### src/rtl/load_store_unit_if.sv
// Load/store unit bus bundle.
// Carries the core-side request/response handshake and the data-memory port.
//   req_*  : one load/store request (valid/ready), byte address, right-aligned store data
//   resp_* : one-cycle response strobe with extended load data and error flag
//   mem_*  : word-wide data memory (async read via mem_dout, sync write at posedge)
// slave  : the load/store unit side
// master : the core + memory side (driver of requests, provider of mem_dout)
interface load_store_unit_if;
  logic        req_valid;
  logic        req_ready;
  logic        req_write;
  logic [2:0]  req_funct3;
  logic [31:0] req_addr;
  logic [31:0] req_wdata;
  logic        resp_valid;
  logic [31:0] resp_rdata;
  logic        resp_error;
  logic [31:0] mem_addr;
  logic [31:0] mem_din;
  logic        mem_read;
  logic        mem_write;
  logic [31:0] mem_dout;

  modport slave (
    input  req_valid, req_write, req_funct3, req_addr, req_wdata, mem_dout,
    output req_ready, resp_valid, resp_rdata, resp_error,
           mem_addr, mem_din, mem_read, mem_write
  );

  modport master (
    output req_valid, req_write, req_funct3, req_addr, req_wdata, mem_dout,
    input  req_ready, resp_valid, resp_rdata, resp_error,
           mem_addr, mem_din, mem_read, mem_write
  );
endinterface

### src/rtl/load_store_unit.sv
// RV32 load/store unit: initiator side of the data-memory interface.
// Takes one request at a time, checks it, then walks IDLE -> [RD] -> [WR] -> RESP.
// Sub-word stores are read-modify-write (RD captures the word, WR writes it back
// with the addressed lane replaced). Loads are extended from the captured word in RESP.
// Ports:
//   clk   : clock
//   reset : asynchronous, active-high; returns to IDLE and clears all registers
//   bus   : load_store_unit_if.slave (request, response and memory signals)
// Params:
//   DMEM_BYTES : data memory size; addr >= DMEM_BYTES is rejected
module load_store_unit #(
  parameter int DMEM_BYTES = 65536
) (
  input  logic             clk,
  input  logic             reset,
  load_store_unit_if.slave bus
);

  typedef enum logic [1:0] {IDLE, RD, WR, RESP} state_t;

  localparam logic [32:0] DMEM_LIM = 33'(DMEM_BYTES);

  state_t      state, state_nxt;
  logic        wr_q, err_q;
  logic [2:0]  f3_q;
  logic [31:0] addr_q, wdata_q, data_q;

  logic        req_err;
  logic        legal_f3;
  logic [31:0] word_addr;
  logic [31:0] merged;
  logic [31:0] shifted;
  logic [31:0] ld_data;

  // Request check, evaluated on the live request while IDLE.
  always_comb begin
    legal_f3 = (bus.req_funct3 == 3'b000) || (bus.req_funct3 == 3'b001) ||
               (bus.req_funct3 == 3'b010) || (bus.req_funct3 == 3'b100) ||
               (bus.req_funct3 == 3'b101);
    req_err  = !legal_f3 ||
               (bus.req_write && bus.req_funct3[2]) ||
               ((bus.req_funct3[1:0] == 2'b01) && bus.req_addr[0]) ||
               ((bus.req_funct3[1:0] == 2'b10) && (bus.req_addr[1:0] != 2'b00)) ||
               ({1'b0, bus.req_addr} >= DMEM_LIM);
  end

  assign word_addr = {addr_q[31:2], 2'b00};

  // Store data: full word for SW, otherwise the captured word with one lane replaced.
  always_comb begin
    merged = data_q;
    case (f3_q[1:0])
      2'b00:   merged[{addr_q[1:0], 3'b000} +: 8]  = wdata_q[7:0];
      2'b01:   merged[{addr_q[1], 4'b0000} +: 16]  = wdata_q[15:0];
      default: merged = wdata_q;
    endcase
  end

  // Load extraction; halfword addresses are even, so the byte shift also aligns halves.
  always_comb begin
    shifted = data_q >> {addr_q[1:0], 3'b000};
    case (f3_q)
      3'b000:  ld_data = {{24{shifted[7]}}, shifted[7:0]};
      3'b100:  ld_data = {24'h0, shifted[7:0]};
      3'b001:  ld_data = {{16{shifted[15]}}, shifted[15:0]};
      3'b101:  ld_data = {16'h0, shifted[15:0]};
      default: ld_data = data_q;
    endcase
  end

  always_ff @(posedge clk or posedge reset) begin
    if (reset) state <= IDLE;
    else       state <= state_nxt;
  end

  always_ff @(posedge clk or posedge reset) begin
    if (reset) begin
      wr_q    <= 1'b0;
      err_q   <= 1'b0;
      f3_q    <= 3'b000;
      addr_q  <= 32'h0;
      wdata_q <= 32'h0;
      data_q  <= 32'h0;
    end else begin
      if (state == IDLE && bus.req_valid) begin
        wr_q    <= bus.req_write;
        err_q   <= req_err;
        f3_q    <= bus.req_funct3;
        addr_q  <= bus.req_addr;
        wdata_q <= bus.req_wdata;
      end
      if (state == RD) data_q <= bus.mem_dout;
    end
  end

  // Memory strobes decode straight from state, so a reset in RD/WR drops them at once.
  always_comb begin
    state_nxt      = state;
    bus.req_ready  = 1'b0;
    bus.resp_valid = 1'b0;
    bus.resp_rdata = 32'h0;
    bus.resp_error = 1'b0;
    bus.mem_addr   = 32'h0;
    bus.mem_din    = 32'h0;
    bus.mem_read   = 1'b0;
    bus.mem_write  = 1'b0;
    case (state)
      IDLE: begin
        bus.req_ready = 1'b1;
        if (bus.req_valid) begin
          if (req_err)                                        state_nxt = RESP;
          else if (bus.req_write && bus.req_funct3 == 3'b010) state_nxt = WR;
          else                                                state_nxt = RD;
        end
      end
      RD: begin
        bus.mem_read = 1'b1;
        bus.mem_addr = word_addr;
        state_nxt    = wr_q ? WR : RESP;
      end
      WR: begin
        bus.mem_write = 1'b1;
        bus.mem_addr  = word_addr;
        bus.mem_din   = merged;
        state_nxt     = RESP;
      end
      RESP: begin
        bus.resp_valid = 1'b1;
        bus.resp_error = err_q;
        bus.resp_rdata = (err_q || wr_q) ? 32'h0 : ld_data;
        state_nxt      = IDLE;
      end
      default: state_nxt = IDLE;
    endcase
  end

endmodule

### src/flat_wrapper.sv
// flat-port wrapper written by rule: the top's interface ports become plain ports
module load_store_unit_flat 
#(
  parameter int DMEM_BYTES = 65536
)
  (clk, reset, bus_req_valid, bus_req_write, bus_req_funct3, bus_req_addr, bus_req_wdata, bus_mem_dout, bus_req_ready, bus_resp_valid, bus_resp_rdata, bus_resp_error, bus_mem_addr, bus_mem_din, bus_mem_read, bus_mem_write);
  load_store_unit_if bus_i ();
  input  logic clk;
  input  logic reset;
  input wire logic [$bits(bus_i.req_valid)-1:0] bus_req_valid;
  input wire logic [$bits(bus_i.req_write)-1:0] bus_req_write;
  input wire logic [$bits(bus_i.req_funct3)-1:0] bus_req_funct3;
  input wire logic [$bits(bus_i.req_addr)-1:0] bus_req_addr;
  input wire logic [$bits(bus_i.req_wdata)-1:0] bus_req_wdata;
  input wire logic [$bits(bus_i.mem_dout)-1:0] bus_mem_dout;
  output wire logic [$bits(bus_i.req_ready)-1:0] bus_req_ready;
  output wire logic [$bits(bus_i.resp_valid)-1:0] bus_resp_valid;
  output wire logic [$bits(bus_i.resp_rdata)-1:0] bus_resp_rdata;
  output wire logic [$bits(bus_i.resp_error)-1:0] bus_resp_error;
  output wire logic [$bits(bus_i.mem_addr)-1:0] bus_mem_addr;
  output wire logic [$bits(bus_i.mem_din)-1:0] bus_mem_din;
  output wire logic [$bits(bus_i.mem_read)-1:0] bus_mem_read;
  output wire logic [$bits(bus_i.mem_write)-1:0] bus_mem_write;
  assign bus_i.req_valid = bus_req_valid;
  assign bus_i.req_write = bus_req_write;
  assign bus_i.req_funct3 = bus_req_funct3;
  assign bus_i.req_addr = bus_req_addr;
  assign bus_i.req_wdata = bus_req_wdata;
  assign bus_i.mem_dout = bus_mem_dout;
  assign bus_req_ready = bus_i.req_ready;
  assign bus_resp_valid = bus_i.resp_valid;
  assign bus_resp_rdata = bus_i.resp_rdata;
  assign bus_resp_error = bus_i.resp_error;
  assign bus_mem_addr = bus_i.mem_addr;
  assign bus_mem_din = bus_i.mem_din;
  assign bus_mem_read = bus_i.mem_read;
  assign bus_mem_write = bus_i.mem_write;
  load_store_unit #(.DMEM_BYTES(DMEM_BYTES)) u_core (.clk(clk), .reset(reset), .bus(bus_i));
endmodule
### config.mk
export PLATFORM = sky130hd
export DESIGN_NAME = load_store_unit_flat
export DESIGN_NICKNAME = d
export VERILOG_FILES = /design/src/rtl/load_store_unit_if.sv /design/src/rtl/load_store_unit.sv /design/src/flat_wrapper.sv
export SDC_FILE = /design/constraint.sdc
export NUM_CORES = 1
export LEC_CHECK = 0
export ABC_CLOCK_PERIOD_IN_PS = 7200
export CORE_MARGIN = 2
export CORE_UTILIZATION = 50
export CTS_BUF_LIST = sky130_fd_sc_hd__clkbuf_16
export DETAILED_ROUTE_END_ITERATION = 6
export HOLD_SLACK_MARGIN = 0.1
export PLACE_DENSITY = 0.87
export SLEW_MARGIN = 0
export SYNTH_ARGS = -nofsm -noshare
export SYNTH_HDL_FRONTEND = slang
export SYNTH_SLANG_ARGS = --single-unit
### constraint.sdc
create_clock -name clk -period 7.2 [get_ports clk]
set_input_delay 1.08 -clock clk [delete_from_list [all_inputs] [get_ports clk]]
set_output_delay 1.08 -clock clk [all_outputs]
set_load 0.005 [all_outputs]
==> reports/metrics.yaml <==
worst_setup_path_start_kind: "flop"
drt_iter0_drc: 421
rows: 39
required_ps: 6120
die_y_um: 113
fmax_mhz: 201
clk_path_buf_depth: 2
start_util_pct: 51.7
cts_buffers: 9
grt_overflow: 0
grt_pass1_vias: 5688
syn_area_per_cell_sq_um: 10.2
final_common_cell: "clkdlybuf4s50_1"
peakVddDrop_v: 0.000281
antenna_found_initial: 0
period_minus_slack_ps: 4970
hpwlAfterDp_um: 14600
fin_tns_setup_ps: 0
p_leak_nw: 3.36
antenna_cells: 0
finalWorstSetupSlack_ps: 2230
io_pins: 204
min_period_over_period_pct: 69.0
worst_slew_pin_slew_ps: 1080
ys.flop_type: "dfrtp_1"
post_synth_num_cell_types: 43
p_clk_share_pct: 12.7
synth-edff-count: 0
final_cell_mix: "clkdlybuf4s50_1 (201), dfrtp_1 (103), mux2_2 (97), nand2_1 (58), o21ai_0 (38)"
synth_area_sq_mm: 0.00598
netSwitchingPower_mw: 1.58
outcome: "finished, final reports clean"
hold_viol: 0
clock_latency_ps: 360
startpoint: "u_core.addr_q[0]"
wl_um: 20000
globalRouteTotalUtil_pct: 31.5
swShare_pct: 41.0
synth-seq-cells: 103
whs_ps: 506
cts_sinks: 103
powerDensity_mw_per_mm2: 466
place.port_buffers: 201
cp_data_arrival_time_ps: 3890
slew_violations: 0
via_count: 5534
core_sq_mm: 0.0116
first_pass_iters: 5
grt_setup_unrepaired: "false"
cts_root_buffer: "clkbuf_16"
pre_cts_slack_ps: 2690
hp-start: "u_core.addr_q[7]"
crit_type: "flop to primary output"
slew_headroom_pct: 27.7
postCtsHoldBufs: 0
vias_per_cell: 6.09
cts.clk_slew.worst_paths_ps: 70
grt_pass1_wl_um: 31100
p_comb_share_pct: 54.1
area_delta_synth_final_pct: 38.4
setup_violations: 0
post-cts-setup-buffers: 0
seqPwrFrac_pct: 33.2
drc: 0
cp-end-kind: "primary output"
htree_num_levels: 3
netlist_instances: 585
yosysSeqAreaShare_pct: 43.1
cts_tree: "built"
nNetsFinal: 873
p_int_mw: 2.28
cts_resized: 0
dieArea_sq_mm: 0.0129
die_w_um: 113
ant_nets: 0
crit_fanout: 25
hold_path_class: "flop to flop"
wl_per_cell_um: 22.0
finalClockSkew_ps: 5.49
ys_warn_count: 0
maxCapViolations: 0
async_flop_share_pct: 100
grt_max_degree: 74
place_congestion: 1.01
final_layout_size_suffix_gt1_share_pct: 16.1
reg2reg_from: "u_core.state[0]"
## synth_stat cells, types with 2 or more instances
cell	n	area share, %
dfrtp_1	103	43
a22o_1	16	2.3
buf_6	4	0.75
ha_1	9	1.9
nor2_1	26	1.6
clkbuf_1	18	1.1
o22ai_1	7	0.73
inv_1	24	1.5
nor4_4	2	0.71
buf_2	13	1.1
nand4_1	3	0.31
nand2_1	58	3.6
o2bb2ai_1	7	1.0
a222oi_1	8	1.3
o221ai_1	7	1.0
mux2i_1	24	4.0
nand2b_1	5	0.52
mux2_2	97	18
nand3_1	9	0.75
nor2b_1	4	0.42
o21bai_1	2	0.25
nor4_1	4	0.42
and2_1	32	3.3
a21oi_1	34	2.8
buf_4	6	0.75
a31oi_1	9	0.94
o21ai_0	38	3.2
## kinds of logic (layout without fill, tap and decap cells)
kind of cell    after synthesis  after routing  synth area share, %
flops                       103            103                 43.1
buf+inv                      67            246                 5.35
other cells                   1              2               0.0627
simple gates                148            148                 12.5
fa+ha+maj                     9              9                 1.88
compound gates              136            136                 14.8
mux                         121            121                 22.3
## metal layers
layer	share of wire [%]	global-route usage, %
met4	2.2	9.27
met1	41	40.2
met5	0	0
met2	46	51.3
met3	11	10.5
## cell type report
class	count	area, sq um
tap	143	179
timing repair buffer	206	2050
clock inverter	6	62.6
clock buffer	9	225
fill	843	3290
sequential	103	2580
multi-input combinational	416	3090
inverter	25	96.3
## registers in the layout, summed over array words and instances (netlist names)
name            count
u_core.data_q      32
u_core.wr_q         1
u_core.state        2
u_core.err_q        1
u_core.addr_q      32
u_core.f3_q         3
u_core.wdata_q     32
## power by group through the flow
stage                     sequential (mW)  clock, mW  combinational, mW
after floorplan                      1.05          0               1.31
after global placement               1.25          0               2.02
after detailed placement             1.26          0               2.06
after CTS                            1.26      0.496               2.08
after global routing                 1.30      0.520               2.25
final                                1.28      0.489               2.09
## worst paths after layout
| path | to | slack (ps) | cells after the start |
|---|---|---|---|
| min in group asynchronous | u_core.addr_q[15] | 1060 | 2 |
| worst max-delay path | bus_mem_din[30] | 2230 | 7 |
| max in group asynchronous | u_core.wdata_q[23] | 4890 | 3 |
| worst min register to register | u_core.addr_q[7] | 510 | 1 |
| worst min-delay path | u_core.addr_q[7] | 510 | 1 |
| worst max register to register | u_core.wdata_q[16] | 4950 | 5 |
## through the flow
stage          instance area (sq um)  util [%]  power (mW)  instances
3_5_place_dp                    7990      69.1        3.32        893
4_1_cts                         8280      71.6        3.83        908
6_report                        8280      71.6        3.85        908
2_1_floorplan                   5990         -        2.37        586
5_1_grt                         8280      71.6        4.07        908
3_3_place_gp                    7990      69.1        3.27        893
## critical path, stage by stage, from the launching register on
cell             delay (ps)
dfrtp_1                1060
inv_1                   380
ha_1                    440
nor2_1                  150
nand4_1                 400
o21ai_0                 380
o211a_1                 190
clkdlybuf4s50_1         530
Note: power is estimated with default switching activity, not from simulation.
